$ cat config.mk
export PLATFORM = sky130hd
export DESIGN_NAME = bullet_pool_ctrl_flat
export DESIGN_NICKNAME = d
export VERILOG_FILES = /design/src/rtl/bullet_pool_if.sv /design/src/rtl/bullet_pool_ctrl.sv /design/src/flat_wrapper.sv
export SDC_FILE = /design/constraint.sdc
export NUM_CORES = 1
export LEC_CHECK = 0
export ABC_CLOCK_PERIOD_IN_PS = 3400
export CELL_PAD_IN_SITES_DETAIL_PLACEMENT = 0
export CELL_PAD_IN_SITES_GLOBAL_PLACEMENT = 1
export CORE_UTILIZATION = 35
export CTS_BUF_LIST = sky130_fd_sc_hd__clkbuf_8
export DETAILED_ROUTE_END_ITERATION = 8
export PLACE_DENSITY = 0.87
export SYNTH_ARGS = -nofsm -noshare
export SYNTH_HDL_FRONTEND = slang
export SYNTH_SLANG_ARGS = --single-unit
$ cat constraint.sdc
create_clock -name pixclk -period 3.4 [get_ports pixclk]
set_input_delay 0.68 -clock pixclk [delete_from_list [all_inputs] [get_ports pixclk]]
set_output_delay 0.68 -clock pixclk [all_outputs]
set_load 0.01 [all_outputs]
$ cat src/rtl/bullet_pool_if.sv
// bullet_pool_if
//   Bundles the game-layer side of bullet_pool_ctrl: frame tick, the two
//   shooter request/ack pairs with their spawn coordinates, the per-slot
//   pool outputs and a small debug view of the controller state.
//
//   Handshake: fire_req_x is a level request held high by the shooter until
//   it sees fire_ack_x. fire_ack_x is a one-cycle pulse that means the shot
//   was accepted and a slot was written with the spawn coordinates. A request
//   still high on the edge after the ack counts as a new shot.
//
//   master : game logic / bench (drives requests and frame_tick)
//   slave  : bullet_pool_ctrl
interface bullet_pool_if #(
  parameter int NUM_SLOTS = 4
) ();
  logic                     frame_tick;
  logic                     fire_req_a;
  logic                     fire_req_b;
  logic [10:0]              src_x_a;
  logic [10:0]              src_x_b;
  logic [9:0]               src_y_a;
  logic [9:0]               src_y_b;
  logic                     fire_ack_a;
  logic                     fire_ack_b;
  logic [NUM_SLOTS-1:0]     bullet_valid;
  logic [11*NUM_SLOTS-1:0]  bullet_pos_x;
  logic [10*NUM_SLOTS-1:0]  bullet_pos_y;
  logic                     busy;
  logic [0:0]               dbg_state;
  logic                     dbg_pending;
  logic                     dbg_rr;

  modport master (
    output frame_tick, fire_req_a, fire_req_b,
    output src_x_a, src_x_b, src_y_a, src_y_b,
    input  fire_ack_a, fire_ack_b,
    input  bullet_valid, bullet_pos_x, bullet_pos_y, busy,
    input  dbg_state, dbg_pending, dbg_rr
  );

  modport slave (
    input  frame_tick, fire_req_a, fire_req_b,
    input  src_x_a, src_x_b, src_y_a, src_y_b,
    output fire_ack_a, fire_ack_b,
    output bullet_valid, bullet_pos_x, bullet_pos_y, busy,
    output dbg_state, dbg_pending, dbg_rr
  );
endinterface

$ cat src/rtl/bullet_pool_ctrl.sv
// bullet_pool_ctrl
//   Owns a fixed pool of bullet slots. Arbitrates fire requests from shooter
//   A (fires up) and shooter B (fires down), allocates the lowest free slot,
//   and once per frame walks every slot (one per cycle) to advance live
//   bullets and retire those leaving the screen.
//
//   Ports:
//     pixclk  - pixel clock, all logic on its rising edge
//     rst     - synchronous active-high reset
//     bus     - bullet_pool_if.slave: frame_tick, fire_req/ack/src per
//               shooter, bullet_valid/pos_x/pos_y per slot, busy, debug
//
//   Retired slots keep their last x/y; consumers qualify with bullet_valid.
module bullet_pool_ctrl #(
  parameter int NUM_SLOTS       = 4,
  parameter int BULLET_SPEED    = 4,
  parameter int SCREEN_HEIGHT   = 900,
  parameter int COOLDOWN_FRAMES = 8
) (
  input  logic          pixclk,
  input  logic          rst,
  bullet_pool_if.slave  bus
);

  localparam int IDX_W = (NUM_SLOTS > 1) ? $clog2(NUM_SLOTS) : 1;
  localparam int CD_W  = (COOLDOWN_FRAMES < 1) ? 1 : $clog2(COOLDOWN_FRAMES + 1);

  localparam logic [0:0] ST_IDLE   = 1'b0;
  localparam logic [0:0] ST_UPDATE = 1'b1;

  localparam logic [IDX_W-1:0] LAST_IDX = IDX_W'(NUM_SLOTS - 1);

  logic [0:0]           state;
  logic [IDX_W-1:0]     idx;
  logic                 pending;
  logic                 rr;         // 0: A wins a tie, 1: B wins a tie
  logic [CD_W-1:0]      cd_a;
  logic [CD_W-1:0]      cd_b;
  logic                 ack_a_q;
  logic                 ack_b_q;

  logic [NUM_SLOTS-1:0] slot_valid;
  logic [NUM_SLOTS-1:0] slot_dir;   // 0 = up (A), 1 = down (B)
  logic [10:0]          slot_x [NUM_SLOTS];
  logic [9:0]           slot_y [NUM_SLOTS];

  // Lowest-index free slot
  logic                 any_free;
  logic [IDX_W-1:0]     free_idx;

  always_comb begin
    any_free = 1'b0;
    free_idx = '0;
    for (int i = NUM_SLOTS - 1; i >= 0; i--) begin
      if (!slot_valid[i]) begin
        any_free = 1'b1;
        free_idx = IDX_W'(i);
      end
    end
  end

  // A tick (new or pending) in IDLE pre-empts any spawn that cycle.
  logic tick_go;
  logic spawn_ok;
  logic elig_a;
  logic elig_b;
  logic grant_a;
  logic grant_b;

  always_comb begin
    tick_go  = (state == ST_IDLE) && (bus.frame_tick || pending);
    spawn_ok = (state == ST_IDLE) && !bus.frame_tick && !pending;
    elig_a   = bus.fire_req_a && (cd_a == '0) && any_free;
    elig_b   = bus.fire_req_b && (cd_b == '0) && any_free;
    grant_a  = spawn_ok && elig_a && (!elig_b || !rr);
    grant_b  = spawn_ok && elig_b && (!elig_a ||  rr);
  end

  // Per-slot motion for the slot under idx. The down sum is 11 bits so a
  // bullet near the bottom edge cannot wrap back to a small y.
  logic [10:0] y_ext;
  logic [10:0] y_sum;
  logic [9:0]  y_diff;
  logic        retire;
  logic [9:0]  next_y;

  always_comb begin
    y_ext  = {1'b0, slot_y[idx]};
    y_sum  = y_ext + 11'(BULLET_SPEED);
    y_diff = slot_y[idx] - 10'(BULLET_SPEED);
    if (slot_dir[idx]) begin
      retire = (y_sum >= 11'(SCREEN_HEIGHT));
      next_y = y_sum[9:0];
    end else begin
      retire = (y_ext < 11'(BULLET_SPEED));
      next_y = y_diff;
    end
  end

  always_ff @(posedge pixclk) begin
    if (rst) begin
      state      <= ST_IDLE;
      idx        <= '0;
      pending    <= 1'b0;
      rr         <= 1'b0;
      cd_a       <= '0;
      cd_b       <= '0;
      ack_a_q    <= 1'b0;
      ack_b_q    <= 1'b0;
      slot_valid <= '0;
      slot_dir   <= '0;
      for (int i = 0; i < NUM_SLOTS; i++) begin
        slot_x[i] <= '0;
        slot_y[i] <= '0;
      end
    end else begin
      ack_a_q <= grant_a;
      ack_b_q <= grant_b;

      // Cooldown: a load on grant wins over the per-tick decrement.
      if (grant_a) begin
        cd_a <= CD_W'(COOLDOWN_FRAMES);
      end else if (bus.frame_tick && (cd_a != '0)) begin
        cd_a <= cd_a - 1'b1;
      end
      if (grant_b) begin
        cd_b <= CD_W'(COOLDOWN_FRAMES);
      end else if (bus.frame_tick && (cd_b != '0)) begin
        cd_b <= cd_b - 1'b1;
      end

      if (grant_a || grant_b) begin
        slot_valid[free_idx] <= 1'b1;
        slot_dir[free_idx]   <= grant_b;
        slot_x[free_idx]     <= grant_a ? bus.src_x_a : bus.src_x_b;
        slot_y[free_idx]     <= grant_a ? bus.src_y_a : bus.src_y_b;
        rr                   <= grant_a;   // pointer moves to the loser
      end

      case (state)
        ST_IDLE: begin
          if (tick_go) begin
            state   <= ST_UPDATE;
            idx     <= '0;
            pending <= 1'b0;
          end
        end
        ST_UPDATE: begin
          if (slot_valid[idx]) begin
            if (retire) begin
              slot_valid[idx] <= 1'b0;
            end else begin
              slot_y[idx] <= next_y;
            end
          end
          if (idx == LAST_IDX) begin
            // A queued tick restarts the pass directly so busy stays
            // continuous across back-to-back passes.
            if (pending || bus.frame_tick) begin
              idx     <= '0;
              pending <= 1'b0;
            end else begin
              state <= ST_IDLE;
            end
          end else begin
            idx <= idx + 1'b1;
            if (bus.frame_tick) begin
              pending <= 1'b1;
            end
          end
        end
        default: begin
          state <= ST_IDLE;
        end
      endcase
    end
  end

  logic [11*NUM_SLOTS-1:0] pos_x_flat;
  logic [10*NUM_SLOTS-1:0] pos_y_flat;

  always_comb begin
    pos_x_flat = '0;
    pos_y_flat = '0;
    for (int i = 0; i < NUM_SLOTS; i++) begin
      pos_x_flat[11*i +: 11] = slot_x[i];
      pos_y_flat[10*i +: 10] = slot_y[i];
    end
  end

  assign bus.fire_ack_a   = ack_a_q;
  assign bus.fire_ack_b   = ack_b_q;
  assign bus.bullet_valid = slot_valid;
  assign bus.bullet_pos_x = pos_x_flat;
  assign bus.bullet_pos_y = pos_y_flat;
  assign bus.busy         = (state == ST_UPDATE);
  assign bus.dbg_state    = state;
  assign bus.dbg_pending  = pending;
  assign bus.dbg_rr       = rr;

endmodule
$ cat src/flat_wrapper.sv
// flat-port wrapper written by rule: the top's interface ports become plain ports
module bullet_pool_ctrl_flat 
#(
  parameter int NUM_SLOTS       = 4,
  parameter int BULLET_SPEED    = 4,
  parameter int SCREEN_HEIGHT   = 900,
  parameter int COOLDOWN_FRAMES = 8
)
  (pixclk, rst, bus_frame_tick, bus_fire_req_a, bus_fire_req_b, bus_src_x_a, bus_src_x_b, bus_src_y_a, bus_src_y_b, bus_fire_ack_a, bus_fire_ack_b, bus_bullet_valid, bus_bullet_pos_x, bus_bullet_pos_y, bus_busy, bus_dbg_state, bus_dbg_pending, bus_dbg_rr);
  bullet_pool_if #(.NUM_SLOTS(NUM_SLOTS)) bus_i ();
  input  logic pixclk;
  input  logic rst;
  input wire logic [$bits(bus_i.frame_tick)-1:0] bus_frame_tick;
  input wire logic [$bits(bus_i.fire_req_a)-1:0] bus_fire_req_a;
  input wire logic [$bits(bus_i.fire_req_b)-1:0] bus_fire_req_b;
  input wire logic [$bits(bus_i.src_x_a)-1:0] bus_src_x_a;
  input wire logic [$bits(bus_i.src_x_b)-1:0] bus_src_x_b;
  input wire logic [$bits(bus_i.src_y_a)-1:0] bus_src_y_a;
  input wire logic [$bits(bus_i.src_y_b)-1:0] bus_src_y_b;
  output wire logic [$bits(bus_i.fire_ack_a)-1:0] bus_fire_ack_a;
  output wire logic [$bits(bus_i.fire_ack_b)-1:0] bus_fire_ack_b;
  output wire logic [$bits(bus_i.bullet_valid)-1:0] bus_bullet_valid;
  output wire logic [$bits(bus_i.bullet_pos_x)-1:0] bus_bullet_pos_x;
  output wire logic [$bits(bus_i.bullet_pos_y)-1:0] bus_bullet_pos_y;
  output wire logic [$bits(bus_i.busy)-1:0] bus_busy;
  output wire logic [$bits(bus_i.dbg_state)-1:0] bus_dbg_state;
  output wire logic [$bits(bus_i.dbg_pending)-1:0] bus_dbg_pending;
  output wire logic [$bits(bus_i.dbg_rr)-1:0] bus_dbg_rr;
  assign bus_i.frame_tick = bus_frame_tick;
  assign bus_i.fire_req_a = bus_fire_req_a;
  assign bus_i.fire_req_b = bus_fire_req_b;
  assign bus_i.src_x_a = bus_src_x_a;
  assign bus_i.src_x_b = bus_src_x_b;
  assign bus_i.src_y_a = bus_src_y_a;
  assign bus_i.src_y_b = bus_src_y_b;
  assign bus_fire_ack_a = bus_i.fire_ack_a;
  assign bus_fire_ack_b = bus_i.fire_ack_b;
  assign bus_bullet_valid = bus_i.bullet_valid;
  assign bus_bullet_pos_x = bus_i.bullet_pos_x;
  assign bus_bullet_pos_y = bus_i.bullet_pos_y;
  assign bus_busy = bus_i.busy;
  assign bus_dbg_state = bus_i.dbg_state;
  assign bus_dbg_pending = bus_i.dbg_pending;
  assign bus_dbg_rr = bus_i.dbg_rr;
  bullet_pool_ctrl #(.NUM_SLOTS(NUM_SLOTS), .BULLET_SPEED(BULLET_SPEED), .SCREEN_HEIGHT(SCREEN_HEIGHT), .COOLDOWN_FRAMES(COOLDOWN_FRAMES)) u_core (.pixclk(pixclk), .rst(rst), .bus(bus_i));
endmodule
# Word level (Yosys, flattened, before mapping)
# Memories as Yosys holds them, arrays and structs flattened. A register that Yosys moved wholly into a read port is not among the register bits.
# Cells that the tools add are included.
[totals]
out_inout_bits = 94
n_memories = 2
reg_bits = 23
latch_bits = 0
mem_bits_rw = 84
wordCells = 134
mem_bits_ro = 0
inputBits = 47
[classes]
add_sub_neg = 5
n_mux = 64
mul = 0
magnitude_cmp = 6
div = 0
n_shift = 0
n_eq_ne = 4
bitwise = 4
n_reduce_logical = 37
[mem_list]
columns = ["name", "words", "word_bits", "read_ports", "rd_ports_with_merged_regs", "write_ports", "line", "source"]
rows = [
  ["u_core.slot_x", 4, 11, 4, 0, 4, "bullet_pool_ctrl.sv:44", "logic [10:0] slot_x [NUM_SLOTS];"],
  ["u_core.slot_y", 4, 10, 5, 1, 4, "bullet_pool_ctrl.sv:45", "logic [9:0] slot_y [NUM_SLOTS];"],
]
[ops]
columns = ["op", "count"]
rows = [
  ["$mux 10", 4],
  ["$mux 4", 9],
  ["$mux 1", 29],
  ["$mux 2", 12],
  ["$mux 11", 2],
  ["$reduce_or 10->1", 2],
  ["$logic_and 1x1->1", 15],
  ["$add 10x3->11 const B", 1],
  ["$ge 11x10->1 const B", 1],
  ["$reduce_or 11->1", 1],
  ["$lt 10x3->1 const B", 1],
  ["$sub 10x3->10 const B", 1],
  ["$logic_not 4->1", 2],
  ["$reduce_bool 4->1", 2],
  ["$sub 4x1->4 const B", 2],
  ["$lt 2x3->1 const B", 2],
  ["$ne 3x3->1 const B", 2],
  ["$logic_not 1->1", 5],
  ["$and 4x4->4", 1],
  ["$bmux 1 s2", 2],
  ["$bwmux 4", 1],
  ["$demux 1 s2", 2],
  ["$ge 2x1->1 const B", 2],
  ["$logic_or 1x1->1", 4],
  ["12 further kinds", 15],
]

# Logic depth before layout (Yosys ltp)
[depth]
depth_word = 15
depth_mapped = 12

# Worst setup path after synthesis
# Ideal clock, no wire load.
[synth_path]
kind = "register to register"
startpoint = "register with a tool-made name"
endpoint = "memory u_core.slot_y[3][0] (enable)"
slack_ns = 0.074
path_stages_with_launch = 13
n_path_buf = 2
arrival_time_ns = 2.947
cell_sequence = "dfxtp_1 -> buf_6 -> mux4_2 -> inv_1 -> ha_1 -> inv_1 -> o311ai_1 -> nor4_1 -> a21oi_1 -> a41oi_2 -> buf_6 -> nand3_1 -> a21boi_1"
[synth_lines]
columns = ["item", "line"]
rows = [
  ["to (decl)", "bullet_pool_ctrl.sv:45"],
]

==> flow_summary_export.csv <==
group,metric,value,unit
clock_tree,cts_root_buf,"clkbuf_8",
worst_hold_path,hp-start,"u_core.slot_dir[2]",
final_layout,final_nets,684,
clock_tree,hold_buffers,0,
logic_synthesis,synth_area_leader_cell,"edfxtp_1",
logic_synthesis,syn_area,5180,um^2
grt,grt_first_pass_wirelength,21.3,mm
critical_path,regToRegSetupSlack,0.14,ns
clock_tree,cts_resized,0,
critical_path,cp-endpoint,"u_core.slot_y[0][9]",
final_layout,syn2layout_area_growth,36.1,%
placement,io_buffers,140,
floorplan,dieArea,15300,um^2
logic_synthesis,async_reset_ff_share,0,%
floorplan,die_h,124,um
logic_synthesis,seq_area_frac_synth,58.3,%
status,status,"finished clean",
routing,routed_via_density,5.13,
logic_synthesis,synth_nets,535,
critical_path,cp_max_fo,10,
floorplan,fp.dieW,124,um
logic_synthesis,synth_edf_count,84,
logic_synthesis,yosys_warnings,0,
clock_tree,cts_tree,"built",
final_layout,drive_above_1_share,10.4,%
routing,drc,0,
critical_path,ff2ff_path_depth,9,
power_and_ir_drop,leakage,2.66,nW
grt,grt_pass1_vias,4143,
routing,wl_per_cell,17.2,um
logic_synthesis,synth.distinct_cells,55,
timing,finalHoldViolCount,0,
routing,vias,4194,
floorplan,num_rows,44,
routing,drtIter0Drc,327,
power_and_ir_drop,p_per_area,481,nW/um^2
critical_path,cp.required,3.54,ns
timing,max_freq,307,MHz
critical_path,setup.worst_path.class,"reg2reg",
timing,whs,0.513,ns
power_and_ir_drop,irDropWorstVdd,0.281,mV
routing,drt_wl_total,14.0,mm
worst_hold_path,hp-class,"reg2reg",
power_and_ir_drop,power,3.40,mW
critical_path,regToRegEndpoint,"u_core.slot_y[0][9]",
floorplan,initial_core_util,35.8,%
final_layout,num_antenna_cells,0,
critical_path,critPathLaunchType,"flop",
logic_synthesis,synth.avg_cell_area,10.8,um^2
clock_tree,numCtsBuffers,9,
logic_synthesis,synth_area_leaders,"edfxtp_1 49%, dfxtp_1 9.7%, nor2_1 5.9%",
timing,tns,0,ns
critical_path,endpoint_kind,"flop",
critical_path,cp.arrival,3.40,ns
logic_synthesis,synth.top_cells.by_count,"84 x edfxtp_1, 81 x nor2_1, 69 x nand2_1, 35 x inv_1, 25 x dfxtp_1",
timing,period_share,95.8,%
logic_synthesis,post-synth-top-count-cell,"edfxtp_1",
grt,grt_max_degree,28,
clock_tree,clk_pin_slew_worst_paths,0.11,ns
floorplan,fp.coreArea,14500,um^2
placement,place_hpwl,10.5,mm
clock_tree,cts_sinks,109,
logic_synthesis,syn_inst,479,
logic_synthesis,ys.flop_type,"edfxtp_1",
floorplan,pin_count,141,
job,max_cap_viol_count,0,
clock_tree,clock_latency,0.38,ns
timing,maxSlewHeadroom,46.1,%
timing,setup_viol_count_final,0,
timing,tightest_slew,0.800,ns
routing,firstDrtPassIters,5,
grt,grt-ovfl-total,0,
timing,fin_skew,0.0155,ns
grt,grt_usage,18.7,%
grt,antenna_found_initial,0,
timing,finalCriticalPeriod,3.26,ns
routing,ant_nets,0,
timing,slew_violations,0,
logic_synthesis,synth-seq-cells,109,
placement,routabilityCongestion,0.834,
clock_tree,ctsLongestPathBuffers,2,
clock_tree,post_cts_buffers,0,
logic_synthesis,synth_top_area_share,48.6,%
clock_tree,htreeDepth,3,
timing,rsz0062_at_grt,"false",
## logic make-up (layout without fill, tap and decap cells)
group | count (synthesis) | count (layout) | synth area share [%]
compound gates | 78 | 78 | 10.6
xor+xnor | 12 | 12 | 2.03
fa+ha+maj | 9 | 9 | 2.17
buf+inv | 62 | 216 | 5.04
flops | 109 | 109 | 58.3
mux | 15 | 15 | 5.79
simple gates | 194 | 194 | 16.0
## worst min path at each step
stage / end / slack, ns / cells past startpoint
after floorplan: u_core.slot_dir[0] / 0.45 / 2
after global placement: u_core.slot_dir[3] / 0.47 / 2
after global routing: u_core.slot_dir[2] / 0.54 / 2
final: u_core.slot_dir[2] / 0.51 / 2
after CTS: u_core.slot_dir[2] / 0.52 / 2
after detailed placement: u_core.slot_dir[2] / 0.49 / 2
## report_power, final
group	total, mW	switching (mW)	leakage, nW	internal (mW)
clock network	0.722	0.452	0.0892	0.269
logic	0.995	0.536	1.50	0.459
registers	1.68	0.102	1.07	1.58
## critical path, stage by stage (launching register included)
cell     delay (ns)
dfxtp_1        0.44
buf_4          0.21
mux4_2         0.62
nor4_1         0.64
a31o_2         0.27
a21o_1         0.13
a41oi_2        0.07
a31oi_1        0.30
buf_4          0.25
nor2_1         0.07
## metrics by stage
step,area (um^2),utilization (%),std cells,setup WS (ns)
global placement,6890,47.6,801,0.170
CTS,7060,48.7,817,0.229
global route,7060,48.7,817,0.0435
floorplan,5180,-,479,0.0736
finish,7060,48.7,817,0.144
detailed placement,6890,47.6,801,0.101
## flip-flops by register name (all words and copies together) (netlist names), named ones only
| register | cells |
|---|---|
| u_core.slot_x | 44 |
| u_core.slot_y | 40 |
| u_core.bus.bullet_valid | 4 |
| u_core.cd_a | 4 |
| u_core.cd_b | 4 |
| u_core.slot_dir | 4 |
| u_core.idx | 2 |
| u_core.bus.busy | 1 |
| u_core.bus.dbg_pending | 1 |
| u_core.bus.dbg_rr | 1 |
| u_core.bus.fire_ack_a | 1 |
| u_core.bus.fire_ack_b | 1 |
## cell type report
class,count,area [um^2]
Multi-Input combinational cell,308,1920
Clock buffer,9,124
Clock inverter,7,48.8
Inverter,37,139
Sequential cell,109,3020
Tap cell,184,230
Fill cell,1312,7420
Timing Repair Buffer,163,1570
## layer usage
metal	up-vias	wire [um]	global-route usage (%)	part of all wire (%)
met5	-	0	0	0
met2	178	6810	31.7	49
li1	1970	-	-	-
met4	0	246	6.93	1.8
met3	19	977	3.34	7.0
met1	2027	6000	23.7	43
## placed cells by master (no fill, tap or decap), drive strengths merged, types with 2 or more instances in the layout
master	synthesis	layout
a31oi	5	5
clkdlybuf4s50	0	140
o21ai	4	4
ha	9	9
nor4bb	2	2
mux4	12	12
a32oi	2	2
mux2i	3	3
a21boi	3	3
a311oi	3	3
a211oi	2	2
nand3b	2	2
xnor2	6	6
and2	2	2
nand2b	2	2
nor4	2	2
a21o	13	13
o22ai	2	2
nand2	69	69
nor3	14	14
dfxtp	25	25
o31ai	2	2
a41oi	2	2
a21oi	32	32
buf	8	23
nor2b	3	3
xor2	6	6
inv	37	42
edfxtp	84	84
clkinvlp	0	2
nand4	2	2
nor2	81	81
nor3b	3	3
nand3	7	7
clkbuf	17	9
(Power assumes the default switching activity.)
